<file path="src/rtl/call_ret_ctrl.sv">
// Call/return sequencer: turns CALL/RETURN/RETFIE/interrupt entry into timed
// push/pop strobes and PC loads, tracks stack depth and owns the global interrupt enable.
module call_ret_ctrl #(
    parameter int             ADDR_W     = 11,
    parameter int             DEPTH      = 16,
    parameter logic [10:0]    INT_VECTOR = 11'h004,
    localparam int            DW         = $clog2(DEPTH) + 1
) (
    input  logic              clk,
    input  logic              reset,
    input  logic              call_req,
    input  logic              ret_req,
    input  logic              retfie_req,
    input  logic              irq,
    input  logic              gie_set,
    input  logic [ADDR_W-1:0] pc_cur,
    input  logic [ADDR_W-1:0] call_target,
    input  logic [ADDR_W-1:0] stack_top,
    output logic              push,
    output logic              pop,
    output logic [ADDR_W-1:0] stack_in,
    output logic              pc_load,
    output logic [ADDR_W-1:0] pc_next,
    output logic              ack,
    output logic              busy,
    output logic              gie,
    output logic [DW-1:0]     depth,
    output logic              overflow,
    output logic              underflow
);

    // state       | meaning
    // IDLE        | waiting; requests sampled here only
    // PUSH_CALL   | push pc_cur+1, jump to call_target, ack
    // PUSH_INT    | push pc_cur, jump to INT_VECTOR, no ack
    // POP_RET     | pop, jump to stack_top, ack
    // POP_RETFIE  | pop, jump to stack_top, ack, re-enable gie on exit
    typedef enum logic [2:0] {
        S_IDLE,
        S_PUSH_CALL,
        S_PUSH_INT,
        S_POP_RET,
        S_POP_RETFIE
    } state_t;

    state_t              r_state;
    state_t              w_next_state;
    logic [ADDR_W-1:0]   r_ret_addr;
    logic [ADDR_W-1:0]   r_dest;
    logic                r_gie;
    logic [DW-1:0]       r_depth;
    logic                r_overflow;
    logic                r_underflow;
    logic                w_push;
    logic                w_pop;
    logic                w_take_int;

    localparam logic [DW-1:0] FULL = DW'(DEPTH);

    always_comb begin
        w_next_state = r_state;
        w_take_int   = 1'b0;
        case (r_state)
            S_IDLE: begin
                if (irq && r_gie) begin
                    w_next_state = S_PUSH_INT;
                    w_take_int   = 1'b1;
                end else if (call_req) begin
                    w_next_state = S_PUSH_CALL;
                end else if (retfie_req) begin
                    w_next_state = S_POP_RETFIE;
                end else if (ret_req) begin
                    w_next_state = S_POP_RET;
                end
            end
            default: w_next_state = S_IDLE;
        endcase
    end

    always_ff @(posedge clk) begin
        if (reset) begin
            r_state <= S_IDLE;
        end else begin
            r_state <= w_next_state;
        end
    end

    // Return address and destination are captured on the accepting edge so the
    // strobe cycle does not depend on the request inputs.
    always_ff @(posedge clk) begin
        if (reset) begin
            r_ret_addr <= '0;
            r_dest     <= '0;
        end else if (w_next_state == S_PUSH_INT && r_state == S_IDLE) begin
            r_ret_addr <= pc_cur;
            r_dest     <= INT_VECTOR[ADDR_W-1:0];
        end else if (w_next_state == S_PUSH_CALL && r_state == S_IDLE) begin
            r_ret_addr <= pc_cur + ADDR_W'(1);
            r_dest     <= call_target;
        end
    end

    always_ff @(posedge clk) begin
        if (reset) begin
            r_gie <= 1'b0;
        end else if (w_take_int) begin
            r_gie <= 1'b0;
        end else if (gie_set || r_state == S_POP_RETFIE) begin
            r_gie <= 1'b1;
        end
    end

    always_ff @(posedge clk) begin
        if (reset) begin
            r_depth     <= '0;
            r_overflow  <= 1'b0;
            r_underflow <= 1'b0;
        end else if (w_push) begin
            if (r_depth < FULL) r_depth <= r_depth + DW'(1);
            else                r_overflow <= 1'b1;
        end else if (w_pop) begin
            if (r_depth != '0) r_depth <= r_depth - DW'(1);
            else               r_underflow <= 1'b1;
        end
    end

    always_comb begin
        w_push   = (r_state == S_PUSH_CALL) || (r_state == S_PUSH_INT);
        w_pop    = (r_state == S_POP_RET)   || (r_state == S_POP_RETFIE);
        push     = w_push;
        pop      = w_pop;
        pc_load  = w_push || w_pop;
        ack      = (r_state == S_PUSH_CALL) || w_pop;
        busy     = (r_state != S_IDLE);
        stack_in = w_push ? r_ret_addr : '0;
        pc_next  = '0;
        if (w_push)     pc_next = r_dest;
        else if (w_pop) pc_next = stack_top;
    end

    assign gie       = r_gie;
    assign depth     = r_depth;
    assign overflow  = r_overflow;
    assign underflow = r_underflow;

endmodule
</file>
<file path="config.mk">
export PLATFORM = sky130hd
export DESIGN_NAME = call_ret_ctrl
export DESIGN_NICKNAME = d
export VERILOG_FILES = /design/src/rtl/call_ret_ctrl.sv
export SDC_FILE = /design/constraint.sdc
export NUM_CORES = 1
export LEC_CHECK = 0
export ABC_CLOCK_PERIOD_IN_PS = 2300
export BUFFER_PORTS_ARGS = -buffer_cell sky130_fd_sc_hd__buf_4
export CAP_MARGIN = 20
export CORE_MARGIN = 2
export CORE_UTILIZATION = 48
export DETAILED_ROUTE_END_ITERATION = 12
export GPL_TIMING_DRIVEN = 0
export PLACE_DENSITY_LB_ADDON = 0.25
export SLEW_MARGIN = 20
export SYNTH_ARGS = -nofsm -noshare
export SYNTH_HDL_FRONTEND = slang
export SYNTH_SLANG_ARGS = --single-unit
</file>
<file path="constraint.sdc">
create_clock -name clk -period 2.3 [get_ports clk]
set_input_delay 0.23 -clock clk [delete_from_list [all_inputs] [get_ports clk]]
set_output_delay 0.23 -clock clk [all_outputs]
set_load 0.005 [all_outputs]
</file>
# --- Word-level counts from Yosys, hierarchy flattened ---
# Cells that the tools add are included.
classes:
  add_sub_neg: 3
  order_cmp: 1
  n_eq_ne: 7
  muxes: 18
  bitwise_logic: 3
  n_reduce_logical: 19
ops:
  columns: ["operator", "count"]
  rows:
  - ["2-to-1 mux 11 bit", 5]
  - ["2-to-1 mux 3 bit", 7]
  - ["2-to-1 mux 5 bit", 4]
  - ["adder 11 x 1 -> 11 bit (second input constant)", 1]
  - ["equality test 3 x 2 -> 1 bit (second input constant)", 3]
  - ["equality test 3 x 1 -> 1 bit (second input constant)", 2]
  - ["AND reduction 3 bit", 2]
  - ["nonzero test 2 bit", 3]
  - ["adder 5 x 1 -> 5 bit (second input constant)", 1]
  - ["logical OR 1 bit", 5]
  - ["< comparator 5 bit (second input constant)", 1]
  - ["nonzero test 5 bit", 1]
  - ["subtractor 5 x 1 -> 5 bit (second input constant)", 1]
  - ["OR reduction 2 bit", 2]
  - ["equality test 3 bit (second input constant)", 1]
  - ["logical AND 1 bit", 3]
  - ["logical NOT 3 bit", 1]
  - ["inverter 1 bit", 3]
  - ["nonzero test 3 bit", 1]
  - ["2-to-1 mux 1 bit", 2]
  - ["inequality test 2 x 1 -> 1 bit (second input constant)", 1]
  - ["AND reduction 2 bit", 1]
word_totals:
  reg_bits: 33
  inputBits: 40
  out_inout_bits: 35
  wordCells: 59

# --- Depth between registers and ports, before layout ---
logic_depth:
  depth_word: 9
  ltp_mapped: 9
  mapped_depth_nobuf: 8

# --- Least setup slack after synthesis ---
# Ideal clock, no wire load.
synth_path:
  path_kind: "reg-to-reg"
  start: "register r_state[0]"
  end: "register r_depth[3] (netlist: depth[3])"
  setup_ns: 0.131
  t_arrival_ns: 1.974
  required_time_ns: 2.169
  slack_ns: 0.195
  path_stages_with_launch: 10
  n_path_buf: 1
  period_less_slack_ns: 2.105
  path_cell_list: "dfxtp_1 > xnor2_1 > nor2_1 > buf_2 > inv_1 > ha_1 > a21o_1 > a21oi_1 > xor2_1 > o31ai_1"
synth_via:
  elab_chain_len: 4
  elab_cells_between_ends: 11
  cone_classes: "5 x eq/ne; 1 x mux; 5 x reduce/logical"
synth_rtl:
  columns: ["item", "line_no", "rtl"]
  rows:
  - ["from (decl)", "46", "state_t r_state;"]
  - ["from (signal assigned)", "84", "r_state <= w_next_state;"]
  - ["equality test 3 x 1 -> 1 bit / equality test 3 x 2 -> 1 bit (equally long branches)", "128", "w_push = (r_state == S_PUSH_CALL) || (r_state == S_PUSH_INT);"]
  - ["logical OR 1 bit (*)", "128", null]
  - ["named net push", "19", "output logic push,"]
  - ["inequality test 2 x 1 -> 1 bit (no source line) / nonzero test 2 bit (equally long branches)", null, null]
  - ["AND reduction 3 bit (no source line)", null, null]
  - ["to (signal assigned)", "119", "if (r_depth < FULL) r_depth <= r_depth + DW'(1);"]
  - ["to (signal assigned)", "122", "if (r_depth != '0) r_depth <= r_depth - DW'(1);"]
  - ["to (decl)", "51", "logic [DW-1:0] r_depth;"]
# The timed path passes the listed nets; every way through them passes the cells marked *.
# A chain may end at the register's enable or synchronous reset.

# --- Worst setup path in the final report ---
layout_path:
  start: "register r_state[2]"
  end: "output pc_next[7]"
layout_via:
  elab_chain_len: 4
  elab_cells_between_ends: 8
  cone_classes: "4 x eq/ne; 2 x mux; 2 x reduce/logical"
layout_rtl:
  columns: ["item", "line_no", "rtl"]
  rows:
  - ["equality test 3 x 2 -> 1 bit / equality test 3 bit (equally long branches)", "129", "w_pop = (r_state == S_POP_RET) || (r_state == S_POP_RETFIE);"]
  - ["logical OR 1 bit", "129", null]
  - ["2-to-1 mux 11 bit", "138", "else if (w_pop) pc_next = stack_top;"]
  - ["2-to-1 mux 11 bit (*)", "137", "if (w_push) pc_next = r_dest;"]
  - ["to (decl)", "23", "output logic [ADDR_W-1:0] pc_next,"]
# Mark *: on every way between the ends. The rest lies on a longest branch, timed or not.

==> results_dict.tcl <==
set metrics [dict create \
    outcome "finished, final reports clean" \
    setup_viol 0 \
    seqCellArea_sq_um 664 \
    dieArea_sq_um 4340 \
    fillers 329 \
    vias_per_cell 5.50 \
    p_per_area_nw_per_um2 694 \
    yosys.area.top_type "dfxtp_1" \
    drc_errors 0 \
    cts.sinks 33 \
    drv_slew 0 \
    fmax_ghz 0.476 \
    fin_crit_ns 2.10 \
    gr-usage-all-layers_pct 23.3 \
    die_height_um 65.9 \
    rows 22 \
    synth_edf_count 0 \
    slew_headroom_pct 60.7 \
    critical_path.cell_chain "and3b_1, nor2_1, inv_1, buf_2, a22o_1, buf_4" \
    avgRoutedWirePerCell_um 13.8 \
    grt_pass1_wl_mm 7.74 \
    final_core_utilization_pct 70.4 \
    async_flop_share_pct 0 \
    fin_setup_tns_ns 0 \
    num-nets-final 352 \
    grt_overflow 0 \
    drtAntennaViolNets 0 \
    fin_skew_ns 0.00375 \
    drive_gt1_share_pct 32.9 \
    worst_path_largest_cell_delay_ns 0.42 \
    cp.required_ns 2.07 \
    firstDrtPassIters 4 \
    synth_fp_nets 271 \
    ys.flop_type "dfxtp_1" \
    ctsHoldBuffers 0 \
    cts_tree "done" \
    hold_class "input port to flop" \
    cp_slowest_cell "dfxtp_2" \
    htreeDepth 2 \
    core_sq_um 3660 \
    vias 1951 \
    critPathMaxFanout 10 \
    numCtsBuffers 5 \
    synth_cell_type_count 44 \
    final_hold_viol_count 0 \
    crit_buf_inv 3 \
    start_util_pct 50.2 \
    yosys.area.top_type_share_pct 36.0 \
    cp.arrival_ns 1.87 \
    diodes 0 \
    grt_max_degree 12 \
    rsz0062_at_grt "false" \
    clock_latency_ns 0.29 \
    yosys_register_bits 33 \
    critPathCaptureType "output port" \
    yosysMostFrequentCell "dfxtp_1" \
    cap_viol_max_count 0 \
    crit_type "flop to output port" \
    fp.dieW_um 65.9 \
    areaGrowthSynthToFinish_pct 40.3 \
    grt_pass1_vias 1729 \
    layout.cells.non_filler 355 \
    worstMarginPinSlew_ns 0.584 \
    io_pins 75 \
    netlist_area_sq_um 1840 \
    cts-root-buf "clkbuf_8" \
    synthCells 225 \
    yosysWarnings 0 \
    hold_ws_ns 0.149 \
    antenna_found_initial 0 \
    place.gp.congestion 0.883 \
    ir_drop_v 0.000366 \
    ys_seq_area_share_pct 36.0 \
    clockBufferDepth 2 \
    hpwl_mm 3.77 \
    syn_avg_cell_area_sq_um 8.16 \
    routed_wl_mm 4.90 \
    io_buffers 73 \
    min_period_over_period_pct 91.4 \
    drtIter0Drc 130 \
    multi_input_area_sq_um 1110 \
    dp_cells 346 \
    cp-start-kind "flop" \
    synth_area_leaders "dfxtp_1, nand2_1, a22o_1, a21oi_1, nor2_1" \
    clk_pin_slew_worst_paths_ns 0.07 \
    path_delay_family "buffers and inverters" \
    leakage_uw 0.00114 \
    synthTopCellsByCount "dfxtp_1, nand2_1, nor2_1" \
]
[what timing repair did]
item	4_1_cts	5_1_grt
resized for setup	1	6
setup endpoints to repair	4	11
hold endpoints to repair	0	0
pin swaps	1	0
setup buffers	1	0
[flip-flops by register name (all words and copies together), names as in the netlist]
name / cells
depth: 5
underflow: 1
gie: 1
r_state: 3
r_ret_addr: 11
r_dest: 11
overflow: 1
[layer usage]
| layer | part of all wire, % | track usage, % | vias up |
|---|---|---|---|
| met2 | 50 | 39.5 | 60 |
| met3 | 4.9 | 4.26 | 7 |
| met1 | 44 | 29.5 | 905 |
| met5 | 0 | 0 | - |
| met4 | 1.1 | 7.81 | 0 |
| li1 | - | - | 979 |
[area by class of cell]
class,instances,share of cell area (%)
tap,48,2.33
clock buffer,7,3.74
sequential,33,25.8
clock inverter,1,0.194
multi-input combinational,174,43.2
inverter,7,1.02
timing repair buffer,74,21.6
buffer,11,2.14
[metrics by stage]
step	total power, uW	setup slack [ns]	instance area [sq um]
after floorplan	1060	0.195	1840
after global placement	1290	-0.177	2440
after detailed placement	1310	-0.229	2440
after CTS	1790	0.0481	2560
after global routing	1910	0.0669	2580
final	1790	0.199	2580
[power breakdown]
part,internal [uW],switching (uW)
Sequential,644,66.1
Clock,270,208
Combinational,296,304
[path summary, 6_finish.rpt]
check              from          to  cells past startpoint  slack, ns
min reg2reg   underflow   underflow                      2       0.45
max          r_state[2]  pc_next[7]                      6       0.20
min            call_req  r_state[2]                      2       0.15
max reg2reg  r_state[0]    depth[3]                      9       0.22
[cell usage in the layout (no fill, tap or decap), types with 5 or more instances in the layout]
| master | Yosys | layout |
|---|---|---|
| nor2_1 | 24 | 23 |
| a22o_1 | 11 | 11 |
| buf_2 | 6 | 5 |
| and2_1 | 11 | 11 |
| clkbuf_8 | 0 | 7 |
| inv_1 | 6 | 6 |
| dfxtp_1 | 33 | 30 |
| o21ai_0 | 5 | 5 |
| xor2_1 | 7 | 7 |
| a211oi_1 | 6 | 6 |
| buf_4 | 1 | 75 |
| a21oi_1 | 19 | 19 |
| nor3_1 | 7 | 7 |
| nand2_1 | 28 | 28 |
| ha_1 | 5 | 5 |
| nand3_1 | 9 | 9 |
[logic make-up (layout without fill, tap and decap cells)]
| group | Yosys count | in the layout | synth area share [%] |
|---|---|---|---|
| fa+ha+maj | 6 | 6 | 4.50 |
| compound gates | 64 | 64 | 24.9 |
| simple gates | 96 | 96 | 26.5 |
| xor+xnor | 8 | 8 | 3.81 |
| flops | 33 | 33 | 36.0 |
| buf+inv | 18 | 100 | 4.29 |
Note: power is estimated with default switching activity, not from simulation.
